--- src/rtl/mul_seq.sv ---
// mul_seq: sequential unsigned multiplier that retires two multiplier bits per clock.
// Y holds the low LEN bits of A*B once DONE is high.
module mul_seq #(
  parameter int LEN = 16
) (
  input  logic           i_clk,
  input  logic           i_rst_n,
  input  logic           i_start,
  input  logic [LEN-1:0] i_a,
  input  logic [LEN-1:0] i_b,
  output logic           o_done,
  output logic [LEN-1:0] o_y
);
  localparam int CW = $clog2(LEN / 2 + 1);
  localparam logic [CW-1:0] ITERS = CW'(LEN / 2);
  typedef enum logic [1:0] {S_IDLE, S_BUSY, S_DONE} state_t;
  state_t         r_state, w_next;
  logic [LEN-1:0] r_acc, r_mcand, r_mplr, w_pp;
  logic [CW-1:0]  r_cnt;
  // Radix-4 partial product: the multiplicand and its double, gated by the two low multiplier bits.
  assign w_pp = (r_mplr[0] ? r_mcand : '0) + (r_mplr[1] ? {r_mcand[LEN-2:0], 1'b0} : '0);
  always_ff @(posedge i_clk or negedge i_rst_n) begin
    if (!i_rst_n) begin
      r_state <= S_IDLE;
      r_acc   <= '0;
      r_mcand <= '0;
      r_mplr  <= '0;
      r_cnt   <= '0;
    end else begin
      r_state <= w_next;
      if (i_start) begin
        r_acc   <= '0;
        r_mcand <= i_a;
        r_mplr  <= i_b;
        r_cnt   <= ITERS;
      end else if (r_state == S_BUSY) begin
        r_acc   <= r_acc + w_pp;
        r_mcand <= r_mcand << 2;
        r_mplr  <= r_mplr >> 2;
        r_cnt   <= r_cnt - CW'(1);
      end
    end
  end
  always_comb
    w_next = i_start ? S_BUSY
           : (r_state == S_BUSY && r_cnt == CW'(1)) ? S_DONE
           : r_state;
  always_comb begin
    o_done = r_state == S_DONE;
    o_y    = r_acc;
  end
endmodule

--- config.mk ---
export PLATFORM = sky130hd
export DESIGN_NAME = mul_seq
export DESIGN_NICKNAME = d
export VERILOG_FILES = /design/src/rtl/mul_seq.sv
export SDC_FILE = /design/constraint.sdc
export NUM_CORES = 1
export LEC_CHECK = 0
export CAP_MARGIN = 20
export CORE_ASPECT_RATIO = 1.2
export CORE_MARGIN = 2
export CORE_UTILIZATION = 38
export DETAILED_ROUTE_END_ITERATION = 6
export HOLD_SLACK_MARGIN = 0.1
export PLACE_DENSITY = 0.58
export SYNTH_ARGS = -nofsm -noshare
export SYNTH_HDL_FRONTEND = slang
export SYNTH_SLANG_ARGS = --single-unit
--- constraint.sdc ---
create_clock -name i_clk -period 3.6 [get_ports i_clk]
set_input_delay 0.54 -clock i_clk [delete_from_list [all_inputs] [get_ports i_clk]]
set_output_delay 0.54 -clock i_clk [all_outputs]
set_load 0.03 [all_outputs]
Yosys cells after proc, flatten, opt, wreduce, memory -nomap -nowiden
Index checks and enable logic that the tools add are counted.
W data, S select, Z words.
- logic and storage cells: 26
- bits in latches: 0
- input port bits: 35
- output and inout port bits: 17
- memory bits (read-only): 0
- memories kept: 0
- bits in registers: 54
- RAM bits: 0
- multiplexer cells: 12
- bitwise gates (word level): 0
- equality and inequality tests: 3
- divide/modulo/power cells: 0
- $mul: 0
- shift operators: 0
- add/subtract/negate cells: 3
- $lt $le $gt $ge: 0
- reduce and logical (&&, ||, !) cells: 3
- operator list (cell ; number):
    $mux W16 ; 8
    $add A16 B16 Y16 ; 2
    $mux W4 ; 2
    $eq A4 B1 Y1 const B ; 1
    $mux W2 ; 2
    $reduce_bool A2 Y1 ; 2
    $sub A4 B1 Y4 const B ; 1
    $eq A2 B1 Y1 const B ; 1
    $eq A2 B2 Y1 const B ; 1
    $logic_and A1 B1 Y1 ; 1

Logic depth before layout (Yosys ltp)
Gate-level depths: netlist (run 1).
- depth after elaboration: 5
- mapped depth: 10
- depth with buffers taken out: 10

Worst setup path after synthesis (run 1)
No wires, ideal clock.
- path kind: reg2reg
- start point: register r_mplr[0]
- end point: register r_acc[13], in the netlist o_y[13]
- path buffers: 0
- required time: 3532 ps
- path slack: 468 ps
- period minus slack after synthesis: 3132 ps
- library setup time: 68 ps
- arrival: 3064 ps
- stages on the path, launching flop included: 11
- path through: dfrtp_1 and2_1 fa_1 ha_1 fa_1 a21o_1 a311oi_1 o21ai_0 a221o_1 a211o_1 nand3_1
- longest elaborated chain between the ends: 5
- RTL lines (element ; line ; text):
    start, declared ; 18 ; logic [LEN-1:0] r_acc, r_mcand, r_mplr, w_pp;
    start signal, assigned ; 34 ; r_mplr <= i_b;
    start signal, assigned ; 39 ; r_mplr <= r_mplr >> 2;
    $mux W16 ; 21 ; assign w_pp = (r_mplr[0] ? r_mcand : '0) + (r_mplr[1] ? {r_mcand[LEN-2:0], 1'b0} : '0);
    $add A16 B16 Y16 ; 21 ;
    $add A16 B16 Y16 ; 37 ; r_acc <= r_acc + w_pp;
    $mux W16 ; 36 ; end else if (r_state == S_BUSY) begin
    $mux W16 ; 31 ; if (i_start) begin
    end signal, assigned ; 37 ;
    end, declared ; 18 ;
No other way between the ends. The select of a mux whose other input is x is not followed.
A chain may end at the register's enable or synchronous reset.

Worst setup path in the final report (run 1)
Ends and elaborated chain as after synthesis.

==> results of run 1 <==
==> cell type report <==
class	count	share of cell area, %
repair buffers	61	13.42
clock buffers	5	1.604
well taps	120	3.500
multi-input cells	291	48.61
inverters	3	0.2625
flip-flops and latches	54	31.50
clock inverters	3	1.108
==> power groups by stage <==
| stage | clock [mW] | combinational [mW] | sequential [mW] |
|---|---|---|---|
| floorplan | 0 | 0.882 | 0.999 |
| global placement | 0 | 1.38 | 0.918 |
| detailed placement | 0 | 1.40 | 0.921 |
| CTS | 0.447 | 1.40 | 0.910 |
| global route | 0.471 | 1.54 | 0.932 |
| finish | 0.431 | 1.40 | 0.902 |
==> cell usage after synthesis, drive strengths merged <==
library cell	count	area share [%]
a211o	1	0.25
a211oi	3	0.64
a21o	5	1.1
a21oi	18	2.6
a221o	1	0.28
a311oi	1	0.25
a31o	2	0.50
a31oi	4	0.71
a32o	1	0.28
and2	30	5.3
and3	2	0.39
and4	2	0.57
buf	2	0.25
clkbuf	18	1.9
dfrtp	54	38
fa	15	8.5
ha	17	6.0
inv	3	0.32
mux2i	29	8.3
nand2	64	6.8
nand2b	4	0.71
nand3	3	0.43
nand3b	4	0.85
nor2	11	1.2
nor2b	3	0.53
nor3	2	0.28
nor3b	1	0.21
nor4	1	0.18
nor4b	2	0.50
o211ai	1	0.21
o21a	1	0.21
o21ai	41	5.8
o21ba	1	0.28
o31ai	2	0.43
or2b	1	0.21
or3	1	0.18
or4	1	0.21
or4b	1	0.39
xnor2	9	2.2
xor2	6	1.5
==> kinds of logic after synthesis <==
logic type                 count (synthesis)  share of synthesized area, %
DFF                                       54                         38.42
xor gates and xnor gates                  15                         3.735
buffers and inverters                     23                         2.490
adders and majority gates                 32                         14.59
and+or+nand+nor                          133                         19.00
AOI/OAI and AO/OA                         82                         13.52
muxes                                     29                         8.253
==> final timing paths <==
check	endpoint	slack [ps]	cells past startpoint	startpoint
worst max-delay path	o_y[13]$_DFFE_PN0P_	230	11	r_mplr[0]$_DFFE_PN0P_
worst min-delay path	r_mplr[12]$_DFFE_PN0P_	290	1	i_rst_n
worst max register to register	o_y[13]$_DFFE_PN0P_	230	11	r_mplr[0]$_DFFE_PN0P_
worst min register to register	r_mplr[15]$_DFFE_PN0P_	540	2	r_mplr[15]$_DFFE_PN0P_
max in group asynchronous	o_y[13]$_DFFE_PN0P_	2540	2	i_rst_n
min in group i_clk	r_mplr[15]$_DFFE_PN0P_	540	2	r_mplr[15]$_DFFE_PN0P_
==> per-layer routing <==
layer	routed length (µm)	global-route usage, %	part of all wire [%]	vias up
li1	-	-	-	1361
met1	3700	22.52	47	1289
met2	3775	27.84	48	48
met3	234	2.125	3.0	5
met4	80	3.838	1.0	0
met5	0	0	0	-
==> through the flow <==
| stage | area [µm²] | util (%) | hold slack [ps] | power, mW | instances |
|---|---|---|---|---|---|
| 3_3_place_gp | 4174 | 46.21 | 513.0 | 2.300 | 529 |
| 2_1_floorplan | 3517 | - | 244.4 | 1.881 | 368 |
| 6_report | 4290 | 47.49 | 287.2 | 2.729 | 537 |
| 4_1_cts | 4290 | 47.49 | 309.1 | 2.761 | 537 |
| 5_1_grt | 4290 | 47.49 | 337.6 | 2.947 | 537 |
| 3_5_place_dp | 4174 | 46.21 | 518.2 | 2.318 | 529 |
==> placed cells by master (no fill, tap or decap), types with 2 or more instances in the layout <==
cell,netlist,routed
nand3_1,3,3
a31oi_1,4,4
a21oi_1,18,18
a31o_2,2,2
nor2b_1,3,2
a21o_1,5,5
dfrtp_1,54,54
nor3_1,2,2
o21ai_0,41,41
nand2_1,64,64
clkbuf_8,0,5
fa_1,15,15
a211oi_1,3,3
xnor2_1,9,9
ha_1,17,17
nor4b_1,2,2
and2_1,30,30
mux2i_1,29,29
nand3b_1,4,4
nand2b_1,4,4
buf_4,0,10
o31ai_1,2,2
nor2_1,11,11
xor2_1,6,6
clkdlybuf4s50_1,0,49
buf_2,1,2
inv_1,3,3
==> state kept, by name, summed over array words and instances, names as in the netlist <==
register  count
r_mplr       16
r_mcand      16
r_state       2
r_cnt         4
o_y          16
==> critical path, delay by kind of cell, from the launching register on <==
| family | cells | cell delay [ps] |
|---|---|---|
| compound gates | 5 | 1300 |
| fa+ha+maj | 3 | 1140 |
| flops | 1 | 460 |
| simple gates | 2 | 250 |
| buf+inv | 1 | 170 |
==> metrics.md, run 1 <==
| Metric | Value |
|---|---|
| Routed wire length | 7790 µm |
| Count of pins over their slew limit | 0 |
| Worst slew margin | 39.56% |
| Seq/Total Area, Yosys | 38.42% |
| Tcrit/Tclk final | 93.63% |
| Area of the mapped netlist | 3517 µm² |
| Nets@finish | 483 |
| Synthesized area per cell | 9.557 µm² |
| Post-place setup slack | 280.3 ps |
| Worst skew pair latency | 310 ps |
| Final setup fails | 0 |
| Post-CTS setup buffer count | 0 |
| Psw | 1.138 mW |
| WS Path Type | register to register |
| Max Clk Rate | 0.2967 GHz |
| Htree depth | 2 |
| CP Cell Sequence | and2_1 -> fa_1 -> ha_1 -> fa_1 -> a21o_1 -> a311oi_1 -> buf_4 -> o21ai_0 -> a221o_1 -> a211o_1 -> nand3_1 |
| CTS Hold Buffers Added | 0 |
| Pwr/cell area | 636.1 nW/µm² |
| Die height | 109.4 µm |
| Die X | 91.83 µm |
| Min Tclk post-route | 3371 ps |
| Sequential share of power | 33.0% |
| CP endpoint kind | register |
| Port Buffers | 51 |
| PostCTS Resize Cnt | 0 |
| Crit path largest cell delay | 470 ps |
| Clk slew on worst S/H paths | 110 ps |
| Internal power | 1.591 mW |
| Clk_skew | 6.927 ps |
| Post-DP HPWL | 5888 µm |
| Fraction of layout cells with a size suffix above 1 | 6.475% |
| Yosys warnings | 0 |
| Via count | 2703 |
| CTS tree | yes |
| Routability Congestion | 0.8463 |
| Clock Power Share | 15.8% |
| Leak pwr | 2.010 nW |
| Num CTS Buffers | 5 |
| Fill count | 898 |
| Largest net degree at the start of global routing | 52 |
| Syn_nets | 435 |
| Number of diodes | 0 |
| Antenna Nets Post-Route | 0 |
| Critical Path Most Common Cell | fa_1 |
| Initial Util | 38.93% |
| Vias in the first global route | 2602 |
| Max VDD drop | 0.0002642 V |
| Clk sinks | 54 |
| Worst endpoint required time | 3850 ps |
| Initial antenna violation count | 0 |
| DRC | 0 |
| Outcome | finished clean |
| Rows | 38 |
| DR pass1 iterations | 4 |
| Post-synth cell types | 43 |
| Core footprint | 9034 µm² |
| Number of max-cap violations | 0 |
| Setup TNS Final | 0 ps |
| Multi-input gate area | 2086 µm² |
| FF+latch area | 1351 µm² |
| Yosys reg bits | 54 |
| Cells after synthesis | 368 |
| Transition time of the tightest slew-check pin | 906.5 ps |
| Clock Tree Buf Depth | 2 |
| Crit start category | register |
| Vias per inst | 5.034 |
| Sw frac | 41.71% |
| Fin. Hold Viols | 0 |
| Hold/Removal Path Class | input port to async pin |
| RSZ-0062 raised after global routing | no |
| Die area | 10040 µm² |
| Gr usage total | 16.39% |
| Root Buffer | clkbuf_8 |
| Critical path data arrival time | 3620 ps |
| Worst Setup Slack, final | 229.4 ps |
| Grt ovf | 0 |
| DRT iter0 DRCs | 137 |
| Routed WL per cell | 14.51 µm |
| Synth-to-layout area growth | 21.98% |
| Max FO, Critical Path | 8 |
| Critical-path top delay cell | fa_1 |
| Wire length of the first global-routing pass | 13120 µm |
| Top Ports | 52 |
| Gate power share | 51.2% |
Power figures use the tool's default switching activity.
==> run 2: changes to the inputs <==
--- a/config.mk
+++ b/config.mk
@@ -12,6 +12,7 @@
 export DETAILED_ROUTE_END_ITERATION = 6
 export HOLD_SLACK_MARGIN = 0.1
 export PLACE_DENSITY = 0.58
+export SLEW_MARGIN = 20
 export SYNTH_ARGS = -nofsm -noshare
 export SYNTH_HDL_FRONTEND = slang
 export SYNTH_SLANG_ARGS = --single-unit
==> results of run 2 <==
Final layout, timing and power as in run 1 (identical DEF).
